## src/rtl/hazard_forward_unit.sv

```systemverilog
`default_nettype none
// ============================================================================
// Module   : hazard_forward_unit
// Brief    : EX-stage forwarding selects plus load-use stall / flush control.
//            Optional macro HFU_ID_BYPASS_EN adds id_bypass_a / id_bypass_b.
// Revision : 1.0
// ============================================================================
module hazard_forward_unit #(
  parameter int REG_ADDR_W     = 5,
  parameter int LOAD_USE_STALL = 1
) (
  input  logic                  clk,
  input  logic                  rst_n,
  input  logic                  id_valid,
  input  logic [REG_ADDR_W-1:0] id_rs1,
  input  logic [REG_ADDR_W-1:0] id_rs2,
  input  logic                  id_uses_rs1,
  input  logic                  id_uses_rs2,
  input  logic [REG_ADDR_W-1:0] id_rd,
  input  logic                  id_reg_write,
  input  logic                  id_mem_read,
  input  logic                  ex_branch_taken,
  output logic [1:0]            ForwardA,
  output logic [1:0]            ForwardB,
  output logic                  pc_write,
  output logic                  if_id_write,
  output logic                  id_ex_bubble,
  output logic                  if_id_flush
`ifdef HFU_ID_BYPASS_EN
  ,
  output logic                  id_bypass_a,
  output logic                  id_bypass_b
`endif
);

  typedef struct packed {
    logic                  valid;
    logic                  reg_write;
    logic                  mem_read;
    logic [REG_ADDR_W-1:0] rd;
  } stage_t;

  localparam logic [1:0] c_fwd_rf     = 2'b00;
  localparam logic [1:0] c_fwd_wb     = 2'b01;
  localparam logic [1:0] c_fwd_mem    = 2'b10;
  localparam logic [1:0] c_stall_load = 2'(LOAD_USE_STALL - 1);
  localparam stage_t     c_bubble     = '0;

  function automatic logic f_match(input stage_t s, input logic [REG_ADDR_W-1:0] r);
    return s.valid & s.reg_write & (s.rd != '0) & (s.rd == r);
  endfunction

  stage_t     r_ex, r_mem, r_wb;
  logic [1:0] r_stall_cnt;
  logic [1:0] r_fwd_a, r_fwd_b;

  stage_t     w_id_stage;
  logic       w_ex_rs1, w_ex_rs2, w_mem_rs1, w_mem_rs2;
  logic       w_load_use, w_stall, w_advance;
  logic [1:0] w_fwd_a_nxt, w_fwd_b_nxt;
  logic       w_shadow_unused;

  assign w_id_stage = '{valid: 1'b1, reg_write: id_reg_write,
                        mem_read: id_mem_read, rd: id_rd};

  assign w_ex_rs1  = f_match(r_ex,  id_rs1);
  assign w_ex_rs2  = f_match(r_ex,  id_rs2);
  assign w_mem_rs1 = f_match(r_mem, id_rs1);
  assign w_mem_rs2 = f_match(r_mem, id_rs2);

  assign w_load_use = id_valid & r_ex.valid & r_ex.mem_read & (r_ex.rd != '0) &
                      ((id_uses_rs1 & (id_rs1 == r_ex.rd)) |
                       (id_uses_rs2 & (id_rs2 == r_ex.rd)));

  // A taken branch makes the stalled ID instruction wrong-path, so it wins.
  assign w_stall   = (w_load_use | (r_stall_cnt != 2'd0)) & ~ex_branch_taken;
  assign w_advance = id_valid & ~w_stall & ~ex_branch_taken;

  // The ex shadow becomes EX/MEM and mem becomes MEM/WB once ID reaches EX.
  assign w_fwd_a_nxt = !id_uses_rs1 ? c_fwd_rf  :
                       w_ex_rs1     ? c_fwd_mem :
                       w_mem_rs1    ? c_fwd_wb  : c_fwd_rf;
  assign w_fwd_b_nxt = !id_uses_rs2 ? c_fwd_rf  :
                       w_ex_rs2     ? c_fwd_mem :
                       w_mem_rs2    ? c_fwd_wb  : c_fwd_rf;

  always_ff @(posedge clk) begin
    if (!rst_n) begin
      r_ex        <= c_bubble;
      r_mem       <= c_bubble;
      r_wb        <= c_bubble;
      r_stall_cnt <= 2'd0;
      r_fwd_a     <= c_fwd_rf;
      r_fwd_b     <= c_fwd_rf;
    end else begin
      r_wb    <= r_mem;
      r_mem   <= r_ex;
      r_ex    <= w_advance ? w_id_stage  : c_bubble;
      r_fwd_a <= w_advance ? w_fwd_a_nxt : c_fwd_rf;
      r_fwd_b <= w_advance ? w_fwd_b_nxt : c_fwd_rf;
      if (ex_branch_taken) begin
        r_stall_cnt <= 2'd0;
      end else if (r_stall_cnt != 2'd0) begin
        r_stall_cnt <= r_stall_cnt - 2'd1;
      end else if (w_load_use) begin
        r_stall_cnt <= c_stall_load;
      end
    end
  end

  assign ForwardA     = r_fwd_a;
  assign ForwardB     = r_fwd_b;
  assign pc_write     = ~w_stall;
  assign if_id_write  = ~w_stall;
  assign id_ex_bubble = w_stall | ex_branch_taken;
  assign if_id_flush  = ex_branch_taken;

`ifdef HFU_ID_BYPASS_EN
  // Only the oldest producer needs an ID-side bypass; younger ones forward in EX.
  assign id_bypass_a = f_match(r_wb, id_rs1) & ~w_ex_rs1 & ~w_mem_rs1;
  assign id_bypass_b = f_match(r_wb, id_rs2) & ~w_ex_rs2 & ~w_mem_rs2;
`else
`endif

  assign w_shadow_unused = ^{r_mem.mem_read, r_wb};

endmodule
`default_nettype wire
```

## config.mk

```make
export PLATFORM = sky130hd
export DESIGN_NAME = hazard_forward_unit
export DESIGN_NICKNAME = d
export VERILOG_FILES = /design/src/rtl/hazard_forward_unit.sv
export SDC_FILE = /design/constraint.sdc
export NUM_CORES = 1
export LEC_CHECK = 0
export ABC_AREA = 1
export CORE_ASPECT_RATIO = 1.75
export CORE_MARGIN = 1
export CORE_UTILIZATION = 43
export CTS_BUF_LIST = sky130_fd_sc_hd__clkbuf_4 sky130_fd_sc_hd__clkbuf_8
export CTS_CLUSTER_DIAMETER = 50
export DETAILED_ROUTE_END_ITERATION = 16
export GPL_TIMING_DRIVEN = 0
export PLACE_DENSITY = 0.76
export SLEW_MARGIN = 40
export SYNTH_ARGS = -nofsm -noshare
export SYNTH_HDL_FRONTEND = slang
export SYNTH_SLANG_ARGS = --single-unit
```

## constraint.sdc

```tcl
create_clock -name clk -period 1.2 [get_ports clk]
set_input_delay 0.12 -clock clk [delete_from_list [all_inputs] [get_ports clk]]
set_output_delay 0.12 -clock clk [all_outputs]
set_load 0.05 [all_outputs]
```

==> Flow_metrics.wiki, run 1 <==
{| class="wikitable"
! Metric !! Value
|-
| GRT Overall Usage || 0.211
|-
| Num CTS Buffers || 3
|-
| Final-layout setup total negative slack || -7.57 ns
|-
| Net Sw Frac || 0.247
|-
| CP required || 1.08 ns
|-
| Internal portion of total power || approximately 970 uW
|-
| Dominant combinational cell family by area after synthesis || simple AND/OR/NAND/NOR gates
|-
| Max Cap Violations || 0
|-
| Result of the run || finished with violations
|-
| Clk_lat worst skew || 0.31 ns
|-
| Share of post-route cells with drive strength above 1 || 0.225
|-
| Pre-Repair DR Iteration Count || 4
|-
| Part of the cycle the worst path needs || 1.49
|-
| Depth of the worst register-to-register path || 13
|-
| Final setup viols || 15
|-
| Cells after DPL || 197
|-
| Violated checks || setup timing
|-
| Switching pwr || 317 uW
|-
| Leading cell types by total area after synthesis || sky130_fd_sc_hd__dfxtp_1 (42%), sky130_fd_sc_hd__nand2_1 (14%), sky130_fd_sc_hd__inv_1 (11%)
|-
| Total wirelength of the detailed-routed design || 2.29 mm
|-
| Synth warnings || 0
|-
| Distinct cells, synth || 15
|-
| Antenna violations before repair || 0
|-
| Die width || 38.7 um
|-
| RSZ-0062 raised after global routing || true
|-
| Share of the synthesized area in the top cell type || 0.415
|-
| Met3 global-route usage || 0.0303
|-
| Fin nets || just over 200
|-
| Global-route met1 utilization || 0.200
|-
| Area after detailed placement || 0.00136 mm2
|-
| Routability cong. || ~0.76
|-
| Number of nets with antenna violations after detailed routing || 0
|-
| # DRC || 0
|-
| GR Util met2 || 0.415
|-
| Data arrival time of the critical path || 1.66 ns
|-
| Clk network pwr share || 0.278
|-
| Area of the die || between 0.002 and 0.003 mm2
|-
| Register-to-register setup slack || -0.52 ns
|-
| Hold-critical path depth || 3
|-
| Startpoint of the most critical hold path || rst_n
|-
| Synthesized area divided by synthesized cell count || 7.03 um2
|-
| Vias in the first global route || 993
|-
| Port Buf Inserts || 29
|-
| Antenna Diode Count || 0
|-
| Initial Util || 0.471
|-
| Tmin final || 1.78 ns
|-
| Number of sinks on the clock net || 21
|-
| Number of instances in the synthesized netlist || 144
|-
| Net count after synthesis || about 170
|-
| Pins over their slew limit || 0
|-
| Worst R2R End || r_ex[0]
|-
| Number of endpoints with negative hold slack in the final report || 0
|-
| Highest Clock Rate || approximately 560 MHz
|-
| Clock slew seen by the registers of the worst setup and hold paths || 0.11 ns
|-
| H-tree depth reported by CTS || 1
|-
| Leakage power of the design || 0.750 nW
|-
| Post-synthesis adder-cell area fraction || 0
|-
| Syn-to-layout area delta || 45.4%
|-
| Post-route setup slack || -0.582 ns
|-
| Buffer type at the clock tree root || sky130_fd_sc_hd__clkbuf_4
|-
| Cell area after synthesis || 0.00101 mm2
|-
| Kind of critical path || reg -> out
|-
| Global route hottest layer || met2
|-
| Top cell type by total area after synthesis || sky130_fd_sc_hd__dfxtp_1
|-
| Proportion of synthesized flip-flops having asynchronous set or reset || 0
|-
| Buffer depth of the longest clock path || 2
|-
| Number of violations reported at the end of detailed-routing iteration 0 || 29
|-
| Max Fanout on Critical Path || 5
|-
| Worst IR Drop VDD || 0.688 mV
|-
| Share of total power in combinational logic || 0.165
|-
| Height of the die || ~66 um
|-
| Synthesized-area fraction occupied by and/or/nand/nor cells || 0.337
|-
| Share of the yosys chip area belonging to registers || 0.415
|-
| Most numerous cell types in the synthesized netlist || sky130_fd_sc_hd__nand2_1 (38), sky130_fd_sc_hd__inv_1 (31), sky130_fd_sc_hd__dfxtp_1 (21)
|-
| Share of the core filled with cells || 0.685
|-
| Number of placement rows || 22
|-
| Total number of vias || slightly below 1000
|-
| Number of vias per cell after detailed routing || ~4.7
|-
| Count of state elements after synthesis || 21
|-
| Synth Area in XOR/XNOR || 0.112
|-
| CTS tree || done
|-
| Source of the worst register-to-register timing path || r_ex[3]
|-
| EDFF count, synth || 0
|-
| Io pins || 31
|-
| Worst min-delay path category || in -> reg
|-
| Total grt overflow || 0
|-
| Wire length of the first global-routing pass || 3.82 mm
|-
| Final Skew || 0.00853 ns
|-
| Placed wire-length estimate || 1.81 mm
|-
| Final cell area excluding filler cells || 0.00147 mm2
|-
| Most common flop cell mapped by yosys || sky130_fd_sc_hd__dfxtp_1
|-
| Maximum number of pins on one net before global-route repair || 12
|-
| Share of cell area taken by muxes after synthesis || 0
|-
| Floorplan core area || about 0.0021 mm2
|-
| Cell Count, Final, Fillers Out || 206
|-
| Max-slew headroom at the worst pin || 0.643
|-
| Critical Path Start Type || flop
|-
| Compound-cell area share of the yosys netlist || 0
|-
| Average wire per standard cell || about 11 um
|-
| Worst Max-Slew Pin Slew || 0.533 ns
|-
| Worst Hold Path EP || r_mem[4]
|-
| Proportion of power drawn by flip-flops and latches || 0.557
|-
| Pwr dens || 873 mW/mm2
|-
| Cell with the most instances after synthesis || sky130_fd_sc_hd__nand2_1
|-
| Capturing element type of the critical path || output port
|}
routing by layer:
metal	vias up	routed length, um
met3	5	67
met2	17	1370
li1	505	-
met1	439	815
met5	-	0
met4	0	36
cells in the final DEF, fill, tap and decap left out, drive strengths merged:
cell	synthesis	routed
clkdlybuf4s50	0	21
nor3	3	3
xnor2	9	9
dfxtp	21	21
clkdlybuf4s15	0	4
nor4	1	1
buf	3	11
xor2	4	4
clkbuf	0	5
nand3	6	6
nor2	19	19
inv	31	31
nand4	8	8
nand2	39	39
kinds of logic (layout without fill, tap and decap cells):
logic type                count (synthesis)  after routing
and+or+nand+nor                          76             76
buffers and inverters                    34             72
DFF                                      21             21
xor gates and xnor gates                 13             13
repair_timing:
action / CTS / global route
endpoints found under the setup margin: 20 / 15
hold endpoints to repair: 0 / 0
gates cloned: 0 / 0
setup buffers: 5 / 1
pin swaps: 7 / 6
hold buffers: 0 / 0
gates resized for setup: 46 / 12
layout make-up:
class,instances,area (um2)
plain buffers,3,27.5
clock buffers,4,30.0
fillers,194,676
inverters,31,116
multi-input cells,89,490
flip-flops and latches,21,434
well taps,24,30.0
repair buffers,34,343
worst max-delay path: stages (launching register included):
cell                      delay, ns
sky130_fd_sc_hd__dfxtp_4       0.39
sky130_fd_sc_hd__inv_2         0.04
sky130_fd_sc_hd__nand2_1       0.05
sky130_fd_sc_hd__nand2_1       0.06
sky130_fd_sc_hd__nor2_2        0.17
sky130_fd_sc_hd__nand4_1       0.13
sky130_fd_sc_hd__nand2_2       0.11
sky130_fd_sc_hd__nand2_4       0.06
sky130_fd_sc_hd__nand2_4       0.06
sky130_fd_sc_hd__nand2_4       0.05
sky130_fd_sc_hd__buf_8         0.11
sky130_fd_sc_hd__buf_8         0.14
power by group through the flow:
stage | clock network, mW | logic [mW] | registers (mW)
2_1_floorplan | 0 | 0.101 | 0.733
3_3_place_gp | 0 | 0.199 | 0.736
3_5_place_dp | 0 | 0.206 | 0.737
4_1_cts | 0.365 | 0.208 | 0.717
5_1_grt | 0.399 | 0.231 | 0.718
6_report | 0.357 | 0.212 | 0.716
how the worst max path moves through the flow:
stage | startpoint | end | slack, ns | depth (start not counted)
finish | r_ex[3] | pc_write | -0.58 | 11
global route | r_ex[3] | pc_write | -0.65 | 11
CTS | r_ex[2] | pc_write | -0.58 | 11
detailed placement | id_rs1[2] | pc_write | -1.18 | 12
global placement | id_rs1[3] | pc_write | -1.13 | 12
floorplan | r_ex[3] | pc_write | -0.16 | 10
sequential cells by signal (all words and copies together), names as in the netlist:
register,cells
r_stall_cnt,2
ForwardB,2
ForwardA,2
r_ex,8
r_mem,7
per-stage QoR:
step | worst slack, ns | hold WS [ns] | power, mW
CTS | -0.579 | 0.0966 | 1.29
global route | -0.647 | 0.103 | 1.35
detailed placement | -1.18 | 0.429 | 0.942
global placement | -1.13 | 0.414 | 0.935
floorplan | -0.157 | 0.225 | 0.834
finish | -0.582 | 0.0915 | 1.29
(Power assumes the default switching activity.)
==> run 2: changes to the inputs <==
--- a/config.mk
+++ b/config.mk
@@ -10,7 +10,7 @@
 export CORE_MARGIN = 1
 export CORE_UTILIZATION = 43
 export CTS_BUF_LIST = sky130_fd_sc_hd__clkbuf_4 sky130_fd_sc_hd__clkbuf_8
-export CTS_CLUSTER_DIAMETER = 50
+export CTS_CLUSTER_DIAMETER = 150
 export DETAILED_ROUTE_END_ITERATION = 16
 export GPL_TIMING_DRIVEN = 0
 export PLACE_DENSITY = 0.76
==> results of run 2 <==
Final layout, timing and power as in run 1 (identical DEF).
